<file path="config.mk">
export PLATFORM = sky130hd
export DESIGN_NAME = zombie_wave_scheduler_flat
export DESIGN_NICKNAME = d
export VERILOG_FILES = /design/src/rtl/pvz_pkg.sv /design/src/rtl/zombie_wave_scheduler_if.sv /design/src/rtl/zombie_wave_scheduler_lane_rr_picker.sv /design/src/rtl/zombie_wave_scheduler.sv /design/src/flat_wrapper.sv
export SDC_FILE = /design/constraint.sdc
export NUM_CORES = 1
export LEC_CHECK = 0
export CAP_MARGIN = 30
export CORE_MARGIN = 3
export CORE_UTILIZATION = 53
export CTS_BUF_LIST = sky130_fd_sc_hd__clkbuf_16
export DETAILED_ROUTE_END_ITERATION = 8
export PLACE_DENSITY = 0.74
export SYNTH_ARGS = -nofsm -noshare
export SYNTH_HDL_FRONTEND = slang
export SYNTH_SLANG_ARGS = --single-unit
</file>
<file path="constraint.sdc">
create_clock -name clk -period 8.45 [get_ports clk]
set_input_delay 1.69 -clock clk [delete_from_list [all_inputs] [get_ports clk]]
set_output_delay 1.69 -clock clk [all_outputs]
set_load 0.02 [all_outputs]
</file>
<file path="src/rtl/pvz_pkg.sv">
// Shared definitions for the zombie wave scheduler: game states, lane count,
// default quotas and lawn geometry.
package pvz_pkg;

  localparam int unsigned NUM_LANES   = 5;
  localparam int unsigned DEF_Q1      = 5;
  localparam int unsigned DEF_Q2      = 10;
  localparam int unsigned DEF_Q3      = 15;
  localparam int unsigned SPAWN_X     = 799;
  localparam int unsigned END_OF_LAWN = 0;

  // One-hot encoding is visible on the state output, bit 0 = idle.
  typedef enum logic [7:0] {
    ST_I      = 8'h01,
    ST_L1     = 8'h02,
    ST_NL2    = 8'h04,
    ST_L2     = 8'h08,
    ST_NL3    = 8'h10,
    ST_L3     = 8'h20,
    ST_DONE_L = 8'h40,
    ST_DONE_W = 8'h80
  } game_state_t;

  function automatic logic [2:0] lane_count(logic [NUM_LANES-1:0] m);
    logic [2:0] c;
    c = '0;
    for (int unsigned i = 0; i < NUM_LANES; i++) begin
      c = c + {2'b00, m[i]};
    end
    return c;
  endfunction

  // Done states keep showing the level the game ended on.
  function automatic logic [1:0] level_of(game_state_t s, logic [1:0] held);
    case (s)
      ST_L1:                return 2'd1;
      ST_NL2, ST_L2:        return 2'd2;
      ST_NL3, ST_L3:        return 2'd3;
      ST_DONE_L, ST_DONE_W: return held;
      default:              return 2'd0;
    endcase
  endfunction

endpackage

</file>
<file path="src/rtl/zombie_wave_scheduler_if.sv">
// Game-control bus between the input/lane datapath (master) and the
// wave scheduler (slave).
interface zombie_wave_scheduler_if;
  import pvz_pkg::*;

  logic                 start;
  logic [NUM_LANES-1:0] kill;
  logic [NUM_LANES-1:0] breach;
  logic [NUM_LANES-1:0] spawn;
  logic [NUM_LANES-1:0] lane_active;
  logic                 move_tick;
  logic [1:0]           level;
  logic [7:0]           state;
  logic [15:0]          zombies_killed;

  modport master (
    output start, kill, breach,
    input  spawn, lane_active, move_tick, level, state, zombies_killed
  );

  modport slave (
    input  start, kill, breach,
    output spawn, lane_active, move_tick, level, state, zombies_killed
  );

endinterface

</file>
<file path="src/rtl/zombie_wave_scheduler_lane_rr_picker.sv">
// Round-robin free-lane search: first free lane at or after the pointer,
// wrapping modulo the lane count.
module lane_rr_picker
  import pvz_pkg::*;
(
  input  logic [NUM_LANES-1:0] free,
  input  logic [2:0]           pointer,
  output logic                 found,
  output logic [2:0]           index
);

  logic [3:0] cand;

  always_comb begin
    found = 1'b0;
    index = '0;
    cand  = '0;
    for (int unsigned k = 0; k < NUM_LANES; k++) begin
      cand = {1'b0, pointer} + 4'(k);
      if (cand >= 4'(NUM_LANES)) cand = cand - 4'(NUM_LANES);
      if (!found && free[cand[2:0]]) begin
        found = 1'b1;
        index = cand[2:0];
      end
    end
  end

endmodule

</file>
<file path="src/rtl/zombie_wave_scheduler.sv">
// Level sequencing, move-tick generation and lane spawn scheduling for the
// zombie game; pixel and colour generation live downstream.
module zombie_wave_scheduler
  import pvz_pkg::*;
#(
  parameter int unsigned TICK_DIV  = 500000,
  parameter int unsigned SPAWN_GAP = 40,
  parameter int unsigned Q1        = DEF_Q1,
  parameter int unsigned Q2        = DEF_Q2,
  parameter int unsigned Q3        = DEF_Q3
) (
  input  logic                    clk,
  input  logic                    reset,
  zombie_wave_scheduler_if.slave  bus
);

  localparam int unsigned TW = (TICK_DIV  > 1) ? $clog2(TICK_DIV)  : 1;
  localparam int unsigned GW = (SPAWN_GAP > 1) ? $clog2(SPAWN_GAP) : 1;
  localparam logic [TW-1:0] TICK_LAST  = TW'(TICK_DIV - 1);
  localparam logic [GW-1:0] GAP_RELOAD = GW'(SPAWN_GAP - 1);

  game_state_t          st_q, st_d;
  logic [TW-1:0]        tick_q;
  logic [GW-1:0]        gap_q;
  logic [NUM_LANES-1:0] act_q, spawn_q, kills, spawn_mask;
  logic [2:0]           ptr_q, pick, nkill;
  logic [7:0]           spawned_q, lkill_q, quota;
  logic [15:0]          zk_q, zk_next;
  logic [16:0]          zk_sum;
  logic [1:0]           lvl_q;
  logic                 in_level, chg, move_tick, opp, found, do_spawn, breach_hit;

  assign in_level   = st_q inside {ST_L1, ST_L2, ST_L3};
  assign chg        = (st_d != st_q);
  assign move_tick  = in_level && (tick_q == TICK_LAST);
  assign kills      = bus.kill & act_q;
  assign nkill      = lane_count(kills);
  assign breach_hit = |(bus.breach & act_q);
  assign zk_sum     = {1'b0, zk_q} + {14'b0, nkill};
  assign zk_next    = zk_sum[16] ? '1 : zk_sum[15:0];

  always_comb begin
    quota = '0;
    case (st_q)
      ST_L1:   quota = 8'(Q1);
      ST_L2:   quota = 8'(Q2);
      ST_L3:   quota = 8'(Q3);
      default: quota = '0;
    endcase
  end

  lane_rr_picker u_picker (
    .free    (~act_q),
    .pointer (ptr_q),
    .found   (found),
    .index   (pick)
  );

  // Gap counter starts at zero on level entry, so the first move tick of a
  // level is already a spawn opportunity; later ones are SPAWN_GAP apart.
  assign opp        = move_tick && (gap_q == '0);
  assign do_spawn   = opp && found && (spawned_q < quota) && !chg;
  assign spawn_mask = do_spawn ? (NUM_LANES'(1) << pick) : '0;

  always_ff @(posedge clk or posedge reset) begin
    if (reset) st_q <= ST_I;
    else       st_q <= st_d;
  end

  always_comb begin
    st_d = st_q;
    case (st_q)
      ST_I:                 if (bus.start) st_d = ST_L1;
      ST_NL2:               if (bus.start) st_d = ST_L2;
      ST_NL3:               if (bus.start) st_d = ST_L3;
      ST_DONE_L, ST_DONE_W: if (bus.start) st_d = ST_I;
      ST_L1: begin
        if (breach_hit)           st_d = ST_DONE_L;
        else if (lkill_q == quota) st_d = ST_NL2;
      end
      ST_L2: begin
        if (breach_hit)           st_d = ST_DONE_L;
        else if (lkill_q == quota) st_d = ST_NL3;
      end
      ST_L3: begin
        if (breach_hit)           st_d = ST_DONE_L;
        else if (lkill_q == quota) st_d = ST_DONE_W;
      end
      default: st_d = ST_I;
    endcase
  end

  always_ff @(posedge clk or posedge reset) begin
    if (reset) begin
      tick_q    <= '0;
      gap_q     <= '0;
      act_q     <= '0;
      spawn_q   <= '0;
      ptr_q     <= '0;
      spawned_q <= '0;
      lkill_q   <= '0;
      zk_q      <= '0;
      lvl_q     <= '0;
    end else begin
      spawn_q <= '0;

      if (chg) begin
        tick_q <= '0;
        gap_q  <= '0;
        lvl_q  <= level_of(st_d, lvl_q);
      end else if (in_level) begin
        tick_q <= move_tick ? '0 : tick_q + 1'b1;
        if (move_tick) gap_q <= (gap_q == '0) ? GAP_RELOAD : gap_q - 1'b1;
      end

      if (st_q == ST_I && st_d == ST_L1) zk_q <= '0;
      else if (in_level)                 zk_q <= zk_next;

      if (in_level) begin
        if (chg) begin
          act_q     <= '0;
          spawned_q <= '0;
          lkill_q   <= '0;
          ptr_q     <= '0;
        end else begin
          act_q   <= (act_q & ~kills) | spawn_mask;
          lkill_q <= lkill_q + {5'b0, nkill};
          if (do_spawn) begin
            spawn_q   <= spawn_mask;
            ptr_q     <= (pick == 3'(NUM_LANES - 1)) ? '0 : pick + 3'd1;
            spawned_q <= spawned_q + 8'd1;
          end
        end
      end
    end
  end

  assign bus.spawn          = spawn_q;
  assign bus.lane_active    = act_q;
  assign bus.move_tick      = move_tick;
  assign bus.level          = lvl_q;
  assign bus.state          = st_q;
  assign bus.zombies_killed = zk_q;

endmodule
</file>
<file path="src/flat_wrapper.sv">
// flat-port wrapper written by rule: the top's interface ports become plain ports
module zombie_wave_scheduler_flat import pvz_pkg::*;
#(
  parameter int unsigned TICK_DIV  = 500000,
  parameter int unsigned SPAWN_GAP = 40,
  parameter int unsigned Q1        = DEF_Q1,
  parameter int unsigned Q2        = DEF_Q2,
  parameter int unsigned Q3        = DEF_Q3
)
  (clk, reset, bus_start, bus_kill, bus_breach, bus_spawn, bus_lane_active, bus_move_tick, bus_level, bus_state, bus_zombies_killed);
  zombie_wave_scheduler_if bus_i ();
  input  logic clk;
  input  logic reset;
  input wire logic [$bits(bus_i.start)-1:0] bus_start;
  input wire logic [$bits(bus_i.kill)-1:0] bus_kill;
  input wire logic [$bits(bus_i.breach)-1:0] bus_breach;
  output wire logic [$bits(bus_i.spawn)-1:0] bus_spawn;
  output wire logic [$bits(bus_i.lane_active)-1:0] bus_lane_active;
  output wire logic [$bits(bus_i.move_tick)-1:0] bus_move_tick;
  output wire logic [$bits(bus_i.level)-1:0] bus_level;
  output wire logic [$bits(bus_i.state)-1:0] bus_state;
  output wire logic [$bits(bus_i.zombies_killed)-1:0] bus_zombies_killed;
  assign bus_i.start = bus_start;
  assign bus_i.kill = bus_kill;
  assign bus_i.breach = bus_breach;
  assign bus_spawn = bus_i.spawn;
  assign bus_lane_active = bus_i.lane_active;
  assign bus_move_tick = bus_i.move_tick;
  assign bus_level = bus_i.level;
  assign bus_state = bus_i.state;
  assign bus_zombies_killed = bus_i.zombies_killed;
  zombie_wave_scheduler #(.TICK_DIV(TICK_DIV), .SPAWN_GAP(SPAWN_GAP), .Q1(Q1), .Q2(Q2), .Q3(Q3)) u_core (.clk(clk), .reset(reset), .bus(bus_i));
endmodule
</file>
---- Yosys cells after proc, flatten, opt, wreduce, memory -nomap -nowiden ----
Cells that the tools add are included.
storage, ports and cells
  register bits ........................... 80
  input port bits ......................... 13
  output and inout port bits .............. 37
  logic and storage cells ................. 155
operators by class
  bitwise gates (word level) .............. 7
  shifts and indexed selects .............. 1
  mux-type cells .......................... 59
  reductions and logical operators ........ 29
  magnitude comparators ................... 11
  equal/unequal tests ..................... 19
  add/sub/neg operators ................... 19
operator list
  cell                     count
  $mux W8                  13
  $mux W19                 3
  $pmux W8 S7              1
  $mux W16                 3
  $mux W3                  13
  $mux W5                  5
  $mux W6                  4
  $lt A3 B4 Y1 const B     5
  $add A19 B1 Y19 const B  1
  $eq A19 B19 Y1 const B   1
  $add A16 B3 Y17          1
  $eq A8 B2 Y1 const B     2
  $eq A8 B3 Y1 const B     2
  $eq A8 B4 Y1 const B     2
  $eq A8 B5 Y1 const B     2
  $eq A8 B6 Y1 const B     2
  $eq A8 B7 Y1 const B     2
  $eq A8 B8 Y1 const B     2
  $ge A4 B3 Y1 const B     4
  $and A5 B5 Y5            3
  $bmux W1 S3              5
  $sub A3 B3 Y3 const B    5
  $pmux W4 S3              1
  $logic_and A1 B1 Y1      10
  28 further kinds         53

---- Logic depth before layout (Yosys ltp) ----
  word-level depth ........................ 24
  depth in mapped cells ................... 19

---- By module ----
A second synthesis with hierarchy kept.
second synthesis, totals
  cell total of the unflattened synthesis .. 684
  area total of the unflattened synthesis .. 5939.4 um^2
modules (own cells, without submodules)
  module                 area an instance (um^2)  sequential area each (um^2)  cells an instance  times used
  zombie_wave_scheduler  4844.6                   2003.2                       549                1
  lane_rr_picker         1094.8                   0.0                          135                1

---- Worst setup path after synthesis ----
OpenSTA, ideal clock, no wires.
  path kind ............................... input to register
  start ................................... in bus_kill[0]
  end ..................................... reg u_core.zk_q[1], in the netlist u_core.bus.zombies_killed[1]
  arrival time ............................ 4952 ps
  setup slack ............................. 3420 ps
  library setup time ...................... 78 ps
  cell stages on the path ................. 17
  cells stage by stage .................... and2_1 ha_1 inv_1 fa_1 inv_1 ha_1 inv_1 fa_1 fa_1 nor2b_1 o21ai_0 nor2_1 nand3_1 nor2_1 inv_1 clkbuf_1 a21oi_1
between the ends
  cells in the longest elaborated chain, start to end .. 9
ends and longest elaborated chain
  element                      RTL line                      source
  from (decl)                  flat_wrapper.sv:15            input wire logic [$bits(bus_i.kill)-1:0] bus_kill;
  $and A5 B5 Y5                zombie_wave_scheduler.sv:36   assign kills = bus.kill & act_q;
  $add A1 B1 Y2                pvz_pkg.sv:28                 c = c + {2'b00, m[i]};
  $add A3 B1 Y3 (3 in series)  pvz_pkg.sv:28
  $add A16 B3 Y17              zombie_wave_scheduler.sv:39   assign zk_sum = {1'b0, zk_q} + {14'b0, nkill};
  $mux W16                     zombie_wave_scheduler.sv:40   assign zk_next = zk_sum[16] ? '1 : zk_sum[15:0];
  $mux W16                     zombie_wave_scheduler.sv:117  else if (in_level) zk_q <= zk_next;
  $mux W16                     zombie_wave_scheduler.sv:116  if (st_q == ST_I && st_d == ST_L1) zk_q <= '0;
  to (signal assigned)         zombie_wave_scheduler.sv:117
  to (decl)                    zombie_wave_scheduler.sv:28   logic [15:0] zk_q, zk_next;
Every way passes these cells. The select of a mux whose other input is x is not followed.
A chain may end at the register's enable or synchronous reset.

---- Final worst setup path ----
  start ................................... in bus_kill[1]
  end ..................................... reg u_core.zk_q[3], in the netlist u_core.bus.zombies_killed[3]
Same word-level chain as after synthesis.

==> impl_metrics.csv <==
group,metric,value,unit
pwr,max-vdd-ir-drop,0.1409,mV
yosys,synth_area_leaders,"dfrtp_1, ha_1, nor2_1",
layout,layout.cells.most_common,"dfrtp_1",
yosys,netlist_area,5823,um2
job,maxCapViolations,0,
sta,worstMarginPinSlew,965.4,ps
yosys,ys_warn_count,0,
worst_setup_path,worst-setup-path-type,"in2reg",
die,pin_count,50,
sta,setup_viol,0,
yosys,syn_inst,675,
layout,fin_nets,753,
worst_setup_path,critical_path.max_fanout,12,
sta,slew_violations,0,
die,fp.dieArea,12280,um2
placed_design,numPortBuffers,49,
drt,viasPerCell,6.041,
clocking,cts.path.max_buffers,2,
sta,hold_violations,0,
clocking,clk_pin_slew,60,ps
worst_setup_path,crit_family,"adder cells",
yosys,synth_top_area_frac,0.3395,
sta,fin_skew,7.203,ps
placed_design,gp_congestion,0.8932,
drt,drtPass1Iterations,5,
worst_setup_path,path_buf_inv,5,
global_routing,grtUsageTotal,0.2350,
clocking,clk_latency,340,ps
clocking,cts_resized,0,
pwr,leakage,2.852,nW
clocking,htreeDepth,3,
clocking,cts_buffers,9,
drt,postRouteAntennaNets,0,
die,coreArea,10510,um2
sta,min_period_over_period,0.6570,
worst_setup_path,critPathMaxStageDelay,530,ps
hold_path,hold_path_class,"reg2reg",
placed_design,dp_hpwl,9.905,mm
status,status,"finished, final reports clean",
die,initial_core_util,0.5541,
clocking,clkSinkCount,80,
worst_setup_path,crit_path_cell_trace,"clkdlybuf4s50_1 > and2_1 > ha_1 > inv_1 > fa_1 > inv_1 > ha_1 > inv_1 > fa_1 > fa_1 > nor2b_1 > o21ai_0 > nor2_1 > nand3_1 > nor2_1 > inv_1 > a21oi_1",
worst_setup_path,cp_slowest_cell,"fa_1",
yosys,synthesis.nets,720,
yosys,synth_edf_count,0,
yosys,yosysTopAreaCell,"dfrtp_1",
drt,wl,14.23,mm
global_routing,grt_pass1_vias,5037,
worst_setup_path,cp.arrival,5810,ps
layout,antenna_cells,0,
sta,rsz0062_at_grt,"false",
worst_setup_path,endpoint_kind,"flop",
global_routing,antenna_found_initial,0,
clocking,cts_setup_buffers,0,
die,num_rows,37,
global_routing,grt_max_degree,58,
clocking,cts_tree,"built",
drt,drtIter0Drc,353,
yosys,synth-main-ff-cell,"dfrtp_1",
yosys,synth_cell_types,79,
drt,remaining_drc_errors,0,
pwr,p_per_area,170.2,nW/um2
global_routing,grt_first_pass_wirelength,24.33,mm
drt,vias,5129,
clocking,holdBufCountCts,0,
yosys,syn_avg_cell_area,8.627,um2
global_routing,grt_overflow_total,0,
worst_setup_path,critPathMostFrequentCell,"inv_1",
sta,max_freq,180.1,MHz
yosys,async_flop_share,1.000,
layout,area_growth,15.75,%
yosys,synth_seq_cells,80,
layout,drive_gt1_frac,0.07153,
drt,wl_per_cell,16.76,um
worst_setup_path,crit_required,8710,ps
layout,layout_common_cells,"dfrtp_1, nor2_1, nand2_1",
clocking,clockRootBuffer,"clkbuf_16",
sta,hold_slack,504.0,ps
sta,setup-tns-final,0,ps
yosys,ys_seq_area_frac,0.3440,
die,die_h,110.8,um
sta,relSlewSlack,0.3564,
die,die_x,110.8,um
sta,fin_crit,5551,ps
worst_setup_path,worstSetupStartpointType,"input pin",
worst paths after layout:
| check | cells after the start | slack, ps | start | end |
|---|---|---|---|---|
| max | 17 | 2900 | bus_kill[1] | u_core.bus.zombies_killed[3] |
| min | 1 | 500 | u_core.bus.level[0] | u_core.bus.level[0] |
| max reg2reg | 15 | 3480 | u_core.ptr_q[1] | u_core.ptr_q[2] |
| min reg2reg | 1 | 500 | u_core.bus.level[0] | u_core.bus.level[0] |
| max in group asynchronous | 4 | 6130 | reset | u_core.ptr_q[1] |
| min in group asynchronous | 3 | 1730 | reset | u_core.bus.zombies_killed[8] |
cell families after synthesis:
kind of cell / synth area share
adder cells (fa/ha/maj): 0.07520
AND/OR/NAND/NOR: 0.2450
flip-flops: 0.3440
AO/OA/AOI/OAI: 0.2050
XOR/XNOR: 0.04061
buffers and inverters: 0.05243
multiplexers: 0.03782
sequential cells by signal, indices dropped and copies added (netlist names), 5 cells and up:
name and count:
u_core.bus.lane_active 5, u_core.bus.spawn 5, u_core.bus.state 8, u_core.bus.zombies_killed 16, u_core.gap_q 6, u_core.lkill_q 8
u_core.spawned_q 8, u_core.tick_q 19
Yosys cell counts (all sizes together) (7+ instances only):
cell type  count
clkbuf        21
nor4           7
nor2          70
nor3          23
nand3         25
o21a           7
inv           39
or3            9
and3           8
mux2i         13
nor2b         16
dfrtp         79
nand2b        13
buf           14
a211oi         7
a31oi         13
xor2          14
a21o           9
and2           8
xnor2         13
a21oi         37
ha            27
o21ai         57
nand2         52
where the power goes:
group | switching [W] | internal, W | total (W)
Combinational | 0.000194 | 0.000118 | 0.000313
Sequential | 0.0000277 | 0.000404 | 0.000432
Clock | 0.000149 | 0.000254 | 0.000403
worst register-to-register path, stage by stage, from the launching register on:
cell,delay [ps]
dfrtp_1,710
inv_1,260
ha_1,340
ha_1,430
a211oi_1,520
mux2i_1,250
o21ai_1,220
a31oi_1,300
mux2_1,400
o31a_1,250
o21ai_1,340
inv_1,120
ha_1,210
ha_1,270
inv_1,40
a32o_1,210
routing by layer:
layer	wire, um	vias to the layer above	track usage
met5	0	-	0
met4	182	0	0.07225
met3	793	16	0.04585
met2	6692	168	0.3701
met1	6557	2458	0.3283
li1	-	2487	-
metrics by stage:
step                      area, um2   power, W  std cells    util  worst slack [ps]
after global placement         6381  0.0007304        831  0.6072              2709
after floorplan                5823  0.0006505        675       -              3420
after global routing           6740   0.001205        849  0.6414              2562
after CTS                      6740   0.001155        849  0.6414              2900
final                          6740   0.001147        849  0.6414              2899
after detailed placement       6436  0.0007472        833  0.6125              2569
cell type report:
type,instances,area (um2)
clock inverters,7,78.83
repair buffers,57,590.6
inverters,40,151.4
clock buffers,9,225.2
multi-input cells,520,3521
flip-flops and latches,80,2003
well taps,136,170.2
fillers,875,3769
Note: power is estimated with default switching activity, not from simulation.
